--- config.mk ---
export PLATFORM = sky130hd
export DESIGN_NAME = cache_refill_ctrl
export DESIGN_NICKNAME = d
export VERILOG_FILES = /design/src/rtl/cache_refill_ctrl.sv
export SDC_FILE = /design/constraint.sdc
export NUM_CORES = 1
export LEC_CHECK = 0
export CAP_MARGIN = 20
export CORE_MARGIN = 3
export CORE_UTILIZATION = 30
export DETAILED_ROUTE_END_ITERATION = 8
export DONT_BUFFER_PORTS = 1
export PLACE_DENSITY_LB_ADDON = 0.1
export SETUP_SLACK_MARGIN = 0.5
export SKIP_LAST_GASP = 1
export SYNTH_ARGS = -nofsm -noshare
export SYNTH_HDL_FRONTEND = slang
export SYNTH_SLANG_ARGS = --single-unit
--- constraint.sdc ---
create_clock -name clk -period 8.5 [get_ports clk]
set_input_delay 0.85 -clock clk [delete_from_list [all_inputs] [get_ports clk]]
set_output_delay 0.85 -clock clk [all_outputs]
set_load 0.005 [all_outputs]
--- src/rtl/cache_refill_ctrl.sv ---
// ---------------------------------------------------------------------------
// cache_refill_ctrl
//
// Miss-handling sequencer for the L1 cache. A miss accepted in IDLE can first
// write the dirty victim line back (AW, four W beats, B). It then refills the
// missing line (AR, four R beats). Each returned word goes straight into the
// data array through the fill port in the same cycle. A one-cycle refill_done
// pulse releases the cache pipeline, and err is valid alongside it.
//
// Build option:
//   CRITICAL_WORD_FIRST_EN - when defined, the refill is a WRAP burst that
//   starts at the missing word. When undefined (the default), it is an INCR
//   burst from word 0. The write-back is always INCR from word 0.
//
// Ports:
//   clk, rst           clock, asynchronous active-high reset
//   miss_req/miss_addr miss request and byte address (sampled in IDLE only)
//   victim_dirty/addr/line  victim line to write back (word0 in low bits)
//   busy               controller not IDLE
//   refill_done, err   one-cycle completion pulse and its error flag
//   fill_we/idx/data   data-array word write port
//   ar_*, r_*          read burst channel (address / data)
//   aw_*, w_*, b_*     write burst channel (address / data / response)
// ---------------------------------------------------------------------------
module cache_refill_ctrl #(
   parameter int ADDR_W = 32,
   parameter int DATA_W = 32
) (
   input  logic                  clk,
   input  logic                  rst,
   input  logic                  miss_req,
   input  logic [ADDR_W-1:0]     miss_addr,
   input  logic                  victim_dirty,
   input  logic [ADDR_W-1:0]     victim_addr,
   input  logic [4*DATA_W-1:0]   victim_line,
   output logic                  busy,
   output logic                  refill_done,
   output logic                  err,
   output logic                  fill_we,
   output logic [1:0]            fill_idx,
   output logic [DATA_W-1:0]     fill_data,
   output logic                  ar_valid,
   input  logic                  ar_ready,
   output logic [ADDR_W-1:0]     ar_addr,
   output logic [1:0]            ar_burst,
   input  logic                  r_valid,
   output logic                  r_ready,
   input  logic [DATA_W-1:0]     r_data,
   input  logic [1:0]            r_resp,
   input  logic                  r_last,
   output logic                  aw_valid,
   input  logic                  aw_ready,
   output logic [ADDR_W-1:0]     aw_addr,
   output logic                  w_valid,
   input  logic                  w_ready,
   output logic [DATA_W-1:0]     w_data,
   output logic                  w_last,
   input  logic                  b_valid,
   output logic                  b_ready,
   input  logic [1:0]            b_resp
);

   typedef enum logic [2:0] {
      IDLE, WB_ADDR, WB_DATA, WB_RESP, RF_ADDR, RF_DATA, DONE
   } state_t;

   localparam logic [ADDR_W-1:0] LINE_MASK = {{(ADDR_W-4){1'b1}}, 4'h0};
`ifdef CRITICAL_WORD_FIRST_EN
   localparam logic [ADDR_W-1:0] RD_MASK  = {{(ADDR_W-2){1'b1}}, 2'b00};
   localparam logic [1:0]        RD_BURST = 2'b10;  // WRAP
`else
   localparam logic [ADDR_W-1:0] RD_MASK  = LINE_MASK;
   localparam logic [1:0]        RD_BURST = 2'b01;  // INCR
`endif

   state_t              state;
   logic [1:0]          count;       // beat counter; count==3 marks the last beat
   logic [1:0]          start_idx;   // first word of the refill burst
   logic [4*DATA_W-1:0] line_q;      // latched victim line
   logic [ADDR_W-1:0]   rd_addr_q;   // latched refill burst address

   // The fill port follows the R channel combinationally so that each word is
   // written in the cycle it is accepted. r_ready is only high in RF_DATA,
   // so the port is quiet (all zeros) in every other state and during reset.
   assign fill_we   = r_ready & r_valid;
   assign fill_idx  = fill_we ? 2'(start_idx + count) : 2'b00;
   assign fill_data = fill_we ? r_data : '0;

   // NOTE: every register here, the latched line included, is a plain flop
   // with an async reset, so a mid-burst reset leaves no stale state behind.
   always_ff @(posedge clk or posedge rst) begin
      if (rst) begin
         state       <= IDLE;
         count       <= 2'b00;
         start_idx   <= 2'b00;
         line_q      <= '0;
         rd_addr_q   <= '0;
         busy        <= 1'b0;
         refill_done <= 1'b0;
         err         <= 1'b0;
         ar_valid    <= 1'b0;
         ar_addr     <= '0;
         ar_burst    <= 2'b00;
         r_ready     <= 1'b0;
         aw_valid    <= 1'b0;
         aw_addr     <= '0;
         w_valid     <= 1'b0;
         w_data      <= '0;
         w_last      <= 1'b0;
         b_ready     <= 1'b0;
      end else begin
         // NOTE: non-blocking assignments throughout; every branch below reads
         // the pre-edge value of count/state, never a value updated this cycle.
         refill_done <= 1'b0;
         case (state)
            IDLE: begin
               if (miss_req) begin
                  busy      <= 1'b1;
                  err       <= 1'b0;
                  count     <= 2'b00;
                  line_q    <= victim_line;
                  rd_addr_q <= miss_addr & RD_MASK;
`ifdef CRITICAL_WORD_FIRST_EN
                  start_idx <= miss_addr[3:2];
`else
                  start_idx <= 2'b00;
`endif
                  if (victim_dirty) begin
                     state    <= WB_ADDR;
                     aw_valid <= 1'b1;
                     aw_addr  <= victim_addr & LINE_MASK;
                  end else begin
                     state    <= RF_ADDR;
                     ar_valid <= 1'b1;
                     ar_addr  <= miss_addr & RD_MASK;
                     ar_burst <= RD_BURST;
                  end
               end
            end

            WB_ADDR: begin
               if (aw_ready) begin
                  state    <= WB_DATA;
                  aw_valid <= 1'b0;
                  aw_addr  <= '0;
                  w_valid  <= 1'b1;
                  w_data   <= line_q[0 +: DATA_W];
                  w_last   <= 1'b0;
               end
            end

            WB_DATA: begin
               // w_data/w_last are registered one beat ahead: on each accepted
               // beat they are reloaded with the next word of the line.
               if (w_ready) begin
                  if (count == 2'd3) begin
                     state   <= WB_RESP;
                     count   <= 2'b00;
                     w_valid <= 1'b0;
                     w_data  <= '0;
                     w_last  <= 1'b0;
                     b_ready <= 1'b1;
                  end else begin
                     count  <= count + 2'd1;
                     w_data <= line_q[int'(count + 2'd1) * DATA_W +: DATA_W];
                     w_last <= (count == 2'd2);
                  end
               end
            end

            WB_RESP: begin
               if (b_valid) begin
                  if (b_resp != 2'b00) err <= 1'b1;
                  state    <= RF_ADDR;
                  b_ready  <= 1'b0;
                  ar_valid <= 1'b1;
                  ar_addr  <= rd_addr_q;
                  ar_burst <= RD_BURST;
               end
            end

            RF_ADDR: begin
               if (ar_ready) begin
                  state    <= RF_DATA;
                  ar_valid <= 1'b0;
                  ar_addr  <= '0;
                  ar_burst <= 2'b00;
                  r_ready  <= 1'b1;
               end
            end

            RF_DATA: begin
               if (r_valid) begin
                  // Bad response or r_last out of step with the beat count.
                  if (r_resp != 2'b00 || r_last != (count == 2'd3)) err <= 1'b1;
                  count <= count + 2'd1;  // wraps 3->0 exactly at burst end
                  if (count == 2'd3) begin
                     state       <= DONE;
                     r_ready     <= 1'b0;
                     refill_done <= 1'b1;
                  end
               end
            end

            DONE: begin
               state <= IDLE;
               busy  <= 1'b0;
            end

            default: state <= IDLE;
         endcase
      end
   end

endmodule

==> impl_metrics.json <==
{
  "status": "finished, final reports clean",
  "ys_ff_latch": 258,
  "critPathMaxFanout": 23,
  "p_leak_nw": 5.415,
  "die_w_um": 204.0,
  "hold_class": "in -> async",
  "intPower_mw": 3.553,
  "synthArstFlopShare_pct": 100.0,
  "critical_path_class": "reg -> out",
  "cts.sinks": 258,
  "arrival_ns": 2.07,
  "hold_violations": 0,
  "reg2regPathDepth": 6,
  "cts_tree": "done",
  "first_iter_violations": 340,
  "synth-seq-area-share_pct": 54.92,
  "synth.distinct_cells": 52,
  "maxCapViolations": 0,
  "portBuffers": 0,
  "multi_input_area_um2": 4847,
  "io_pins": 380,
  "critPathSlowestCell": "dfrtp_2",
  "max_stage_delay_ns": 0.70,
  "p_switching_mw": 1.834,
  "route.met2.wl_um": 15280,
  "wire_per_inst_um": 22.90,
  "wirelength_um": 33270,
  "htreeDepth": 1,
  "whs_ns": 0.2502,
  "setup_viol_count_final": 0,
  "cts-resized-gates": 0,
  "vias": 7526,
  "grt_first_pass_wirelength_um": 50020,
  "num_rows": 71,
  "globalplace.congestion": 0.6988,
  "fin_ws_ns": 5.580,
  "fin_tns_setup_ns": 0,
  "start_kind": "flop",
  "die-area_um2": 41600,
  "powerDensity_nw_per_um2": 410.5,
  "slew_violations": 0,
  "cts_made_buffers": 31,
  "clkTransAtPathRegs_ns": 0.06,
  "nets": 1158,
  "core_um2": 38110,
  "cts_root_buffer": "clkbuf_16",
  "endpoint_kind": "primary output",
  "pwr-share-seq_pct": 43.4,
  "dp_hpwl_um": 20860,
  "worstPathCellList": "buf_4 -> and3_1",
  "wl_met1_um": 13860,
  "start_util_pct": 30.84,
  "cts_buffer_depth": 3,
  "fmax_mhz": 342.5,
  "antenna_found_initial": 19,
  "rr_startpoint": "state[0]$_DFFE_PP0P_",
  "area_growth_syn_to_layout_pct": 11.62,
  "wl_met3_um": 3306,
  "clock_latency_ns": 0.57,
  "ant_nets": 0,
  "syn_area_um2": 11760,
  "syn_area_per_cell_um2": 12.32,
  "p_total_mw": 5.387,
  "max-slew-margin-rel_pct": 33.04,
  "r2r_slack_ns": 5.58,
  "synth_flop_cell": "dfrtp_1",
  "first_pass_iters": 4,
  "rsz0062_at_grt": "false",
  "cp.buffers_inverters": 1,
  "r2r_end": "aw_addr[8]$_DFFE_PP0P_",
  "switching_share_pct": 34.05,
  "crit_family": "flip-flops",
  "track_usage_pct": 15.44,
  "grt_max_degree": 159,
  "finClkSkew_ns": 0.007519,
  "vias_per_cell": 5.180,
  "synth_edf_count": 0,
  "ir_worst_vdd_mv": 0.1925,
  "postCtsHoldBufs": 0,
  "yosysWarnings": 0,
  "fillers": 3752,
  "seq_area_um2": 6459,
  "fin_crit_sh_pct": 34.35,
  "combPwrFrac_pct": 32.8,
  "worstMarginPinSlew_ns": 1.004,
  "grt_pass1_vias": 7579,
  "syn_inst": 954,
  "drive_above_1_share_pct": 27.51,
  "grt.overflow.total": 0,
  "place_ws_ns": 5.515,
  "finalCriticalPeriod_ns": 2.920,
  "cp.required_ns": 7.65,
  "die_h_um": 204.0,
  "top_layer": "met5",
  "clockPowerShare_pct": 23.8,
  "cts_setup_buffers": 0,
  "drc_errors": 0
}
[final cells by class]
cell class / count / share of cell area [%]
antenna: 4 / 0.07629
clock buffer: 50 / 7.371
clock inverter: 3 / 0.1430
inverter: 8 / 0.2861
multi-input combinational: 606 / 36.94
sequential: 258 / 49.22
tap: 511 / 4.873
timing repair buffer: 13 / 1.087
[metal layers]
layer	up-vias	global-route usage, %
met1	3822	19.95
met3	64	7.278
met2	209	23.75
li1	3403	-
met4	28	3.269
met5	-	0
[per-stage QoR]
step,cell area (um2),std cells,utilization [%]
after floorplan,11790,962,-
after global placement,12090,1394,31.72
after detailed placement,12110,1395,31.76
after CTS,13090,1448,34.35
after global routing,13120,1451,34.42
final,13120,1453,34.43
[power by group through the flow]
stage / clock network [mW] / registers (mW) / logic [mW]
after floorplan: 0 / 2.14 / 1.58
after global placement: 0 / 2.37 / 1.76
after detailed placement: 0 / 2.37 / 1.79
after CTS: 1.33 / 2.36 / 1.80
after global routing: 1.38 / 2.44 / 1.98
final: 1.28 / 2.34 / 1.77
[flip-flops by register name, summed over array words and instances (netlist names)]
signal       cells
line_q         128
w_data          32
ar_addr         28
aw_addr         28
rd_addr_q       28
state            3
count            2
ar_valid         1
aw_valid         1
b_ready          1
busy             1
err              1
r_ready          1
refill_done      1
w_last           1
w_valid          1
[worst max-delay path by stage]
stage	startpoint	to	slack, ns	cells past startpoint
2_1_floorplan	rst	ar_addr[10]$_DFFE_PP0P_	0.55	1
5_1_grt	state[0]$_DFFE_PP0P_	aw_addr[8]$_DFFE_PP0P_	5.29	6
4_1_cts	count[1]$_DFFE_PP0P_	fill_idx[1]	5.46	2
6_report	count[1]$_DFFE_PP0P_	fill_idx[1]	5.58	2
3_3_place_gp	state[0]$_DFFE_PP0P_	aw_addr[8]$_DFFE_PP0P_	5.15	5
3_5_place_dp	state[0]$_DFFE_PP0P_	aw_addr[8]$_DFFE_PP0P_	5.51	6
[cells in the mapped netlist (7+ instances only)]
| cell | instances | area share, % |
|---|---|---|
| mux2_2 | 176 | 17 |
| a211oi_1 | 28 | 1.8 |
| buf_4 | 21 | 1.3 |
| a22o_1 | 29 | 2.2 |
| dfrtp_1 | 258 | 55 |
| inv_1 | 7 | 0.22 |
| buf_2 | 37 | 1.6 |
| a22oi_1 | 32 | 2.0 |
| o21ai_0 | 8 | 0.34 |
| mux2i_1 | 34 | 2.9 |
| mux2_4 | 9 | 1.1 |
| nor2_1 | 92 | 2.9 |
| clkbuf_1 | 28 | 0.89 |
| nand2_1 | 7 | 0.22 |
| a21oi_1 | 68 | 2.9 |
| o2bb2ai_1 | 33 | 2.5 |
| and3_1 | 34 | 1.8 |
[layout by cell type, fill, tap and decap left out, drive strengths merged, types with 4 or more instances in the layout]
| master | Yosys | routed |
|---|---|---|
| o2bb2ai | 33 | 33 |
| nor2b | 4 | 4 |
| mux2 | 185 | 185 |
| nand3b | 4 | 4 |
| diode | 0 | 4 |
| inv | 7 | 8 |
| and3 | 34 | 34 |
| a22o | 29 | 29 |
| clkbuf | 28 | 50 |
| nand2 | 7 | 7 |
| and2 | 4 | 4 |
| a22oi | 32 | 32 |
| dfrtp | 258 | 258 |
| mux2i | 34 | 34 |
| o21ai | 10 | 10 |
| a21oi | 69 | 69 |
| buf | 62 | 13 |
| nor2 | 93 | 93 |
| conb | 1 | 9 |
| a211oi | 28 | 28 |
[worst register-to-register path: stages (launching register included)]
cell and delay, ns:
dfrtp_1 0.66, nand2b_1 0.33, nor3_4 0.16, buf_12 0.63
and2_1 0.66, buf_8 0.24, a22o_1 0.17
[cells by family (layout without fill, tap and decap cells)]
| logic type | count (synthesis) | after routing | share of synthesized area [%] |
|---|---|---|---|
| AOI/OAI and AO/OA | 217 | 217 | 12.92 |
| xor gates and xnor gates | 1 | 1 | 0.07452 |
| adders and majority gates | 2 | 2 | 0.2128 |
| buffers and inverters | 98 | 74 | 4.385 |
| DFF | 258 | 258 | 54.92 |
| muxes | 219 | 219 | 20.90 |
| other | 1 | 13 | 0.03190 |
| and+or+nand+nor | 158 | 158 | 6.546 |
(Power assumes the default switching activity.)
==> RTL change: new RTL, config.mk and constraints unchanged <==
Re-encode `state_t` (7 states) as Gray code, 3 bits wide.
--- a/src/rtl/cache_refill_ctrl.sv
+++ b/src/rtl/cache_refill_ctrl.sv
@@ -61,7 +61,7 @@
 );
 
    typedef enum logic [2:0] {
-      IDLE, WB_ADDR, WB_DATA, WB_RESP, RF_ADDR, RF_DATA, DONE
+      IDLE = 3'b000, WB_ADDR = 3'b001, WB_DATA = 3'b011, WB_RESP = 3'b010, RF_ADDR = 3'b110, RF_DATA = 3'b111, DONE = 3'b101
    } state_t;
 
    localparam logic [ADDR_W-1:0] LINE_MASK = {{(ADDR_W-4){1'b1}}, 4'h0};
Formal check against the unedited RTL: no difference found for any inputs over 4 cycles, from zero or initial values and one cycle with rst high; so few cycles prove little.
==> RTL change against the original RTL <==
- routed wire length rose by 8.0%
- largest cell class unchanged
- total power is 5.7% lower
- sequential cell count unchanged
- synthesized area fell by 3.3%
- fmax fell by 15%
- cell area fell by 2.9%
- setup slack worse by 500 ps
==> RTL change: results <==
set metrics [dict create \
    run_status "complete, no violations" \
    hold_path.class "input pin to async pin" \
    critPathTopFamily "buffers and inverters" \
    drive_gt1_frac 0.0589 \
    antenna_found_initial 6 \
    ys_top_cells_by_count "nand2_1, dfrtp_1, clkbuf_1, nor2_1, a21oi_1" \
    p_leak_uw 0.00613 \
    numCtsBuffers 31 \
    peakVddDrop_v 0.000181 \
    met2_usage 0.280 \
    grt_pass1_wl_mm 54.8 \
    cp_slowest_stage_delay_ps 840 \
    synth_mux_area_frac 0.0319 \
    place_congestion 0.731 \
    slowest_stage "buf_4" \
    synth_compound_area_frac 0.150 \
    yosysUniqueCellTypes 41 \
    yosys.area_share.adder 0.00220 \
    place_area_mm2 0.0117 \
    dpl.hpwl_mm 22.9 \
    gr-usage-met1 0.210 \
    grt_max_degree 141 \
    drt-initial-drc-count 382 \
    grt_pass1_vias 8638 \
    drt_first_pass_iters 6 \
    clockBufferDepth 3 \
    arrival_ps 3830 \
    vias 8408 \
    ys_warn_count 0 \
    synthTopCellsByArea "dfrtp_1, nand2_1, mux2i_1, clkbuf_1, o2bb2ai_1" \
    finalClockSkew_ps 14.4 \
    met3_usage 0.0718 \
    post_drt_wl_per_cell_um 21.2 \
    nets 1409 \
    grt_usage 0.173 \
    worst_r2r_path_depth 5 \
    ys_seq_area_frac 0.568 \
]
RTL change: cell families (layout without fill, tap and decap cells):
kind of cell,Yosys count,count (layout)
simple gates,546,546
compound gates,235,235
xor+xnor,1,1
buf+inv,138,102
flops,258,258
fa+ha+maj,2,2
mux,36,36
other cells,1,12
RTL change: path summary, 6_finish.rpt:
kind                                 startpoint            to  slack (ps)
min in group clk                victim_line[16]    line_q[16]         380
max in group asynchronous                   rst   aw_addr[13]        6700
worst min-delay path                        rst   line_q[115]         180
worst max register to register         state[1]  rd_addr_q[7]        5080
worst max-delay path                   state[1]  rd_addr_q[7]        5080
worst min register to register       line_q[56]    line_q[56]         470
RTL change: layout make-up:
cell class,instances,area [um^2],share of cell area
Antenna cell,3,7.51,0.000589
Inverter,33,131,0.0103
Multi-Input combinational cell,829,4360,0.342
Timing Repair Buffer,16,183,0.0143
Sequential cell,258,6460,0.507
Tap cell,504,631,0.0495
Clock buffer,49,913,0.0717
Clock inverter,4,52.6,0.00413
RTL change: per-layer routing:
| layer | vias up | wire [um] |
|---|---|---|
| met2 | 312 | 16700 |
| met5 | - | 47 |
| met1 | 4051 | 14500 |
| li1 | 3969 | - |
| met3 | 70 | 3500 |
| met4 | 6 | 1170 |
RTL change: per-stage QoR:
step                      std cells  utilization  hold WS (ps)  total power, uW  setup WS, ps
after floorplan                1225            -           445             3300           552
after global placement         1636        0.316           457             3810          5070
after detailed placement       1637        0.316           461             3840          5080
after CTS                      1690        0.342           339             5160          5050
after global routing           1695        0.345           190             5490          4800
final                          1696        0.345           180             5080          5080
RTL change: power breakdown:
group          switching, uW  total (uW)  internal [uW]
clock                    520        1280            757
sequential               501        2350           1850
combinational            849        1460            607
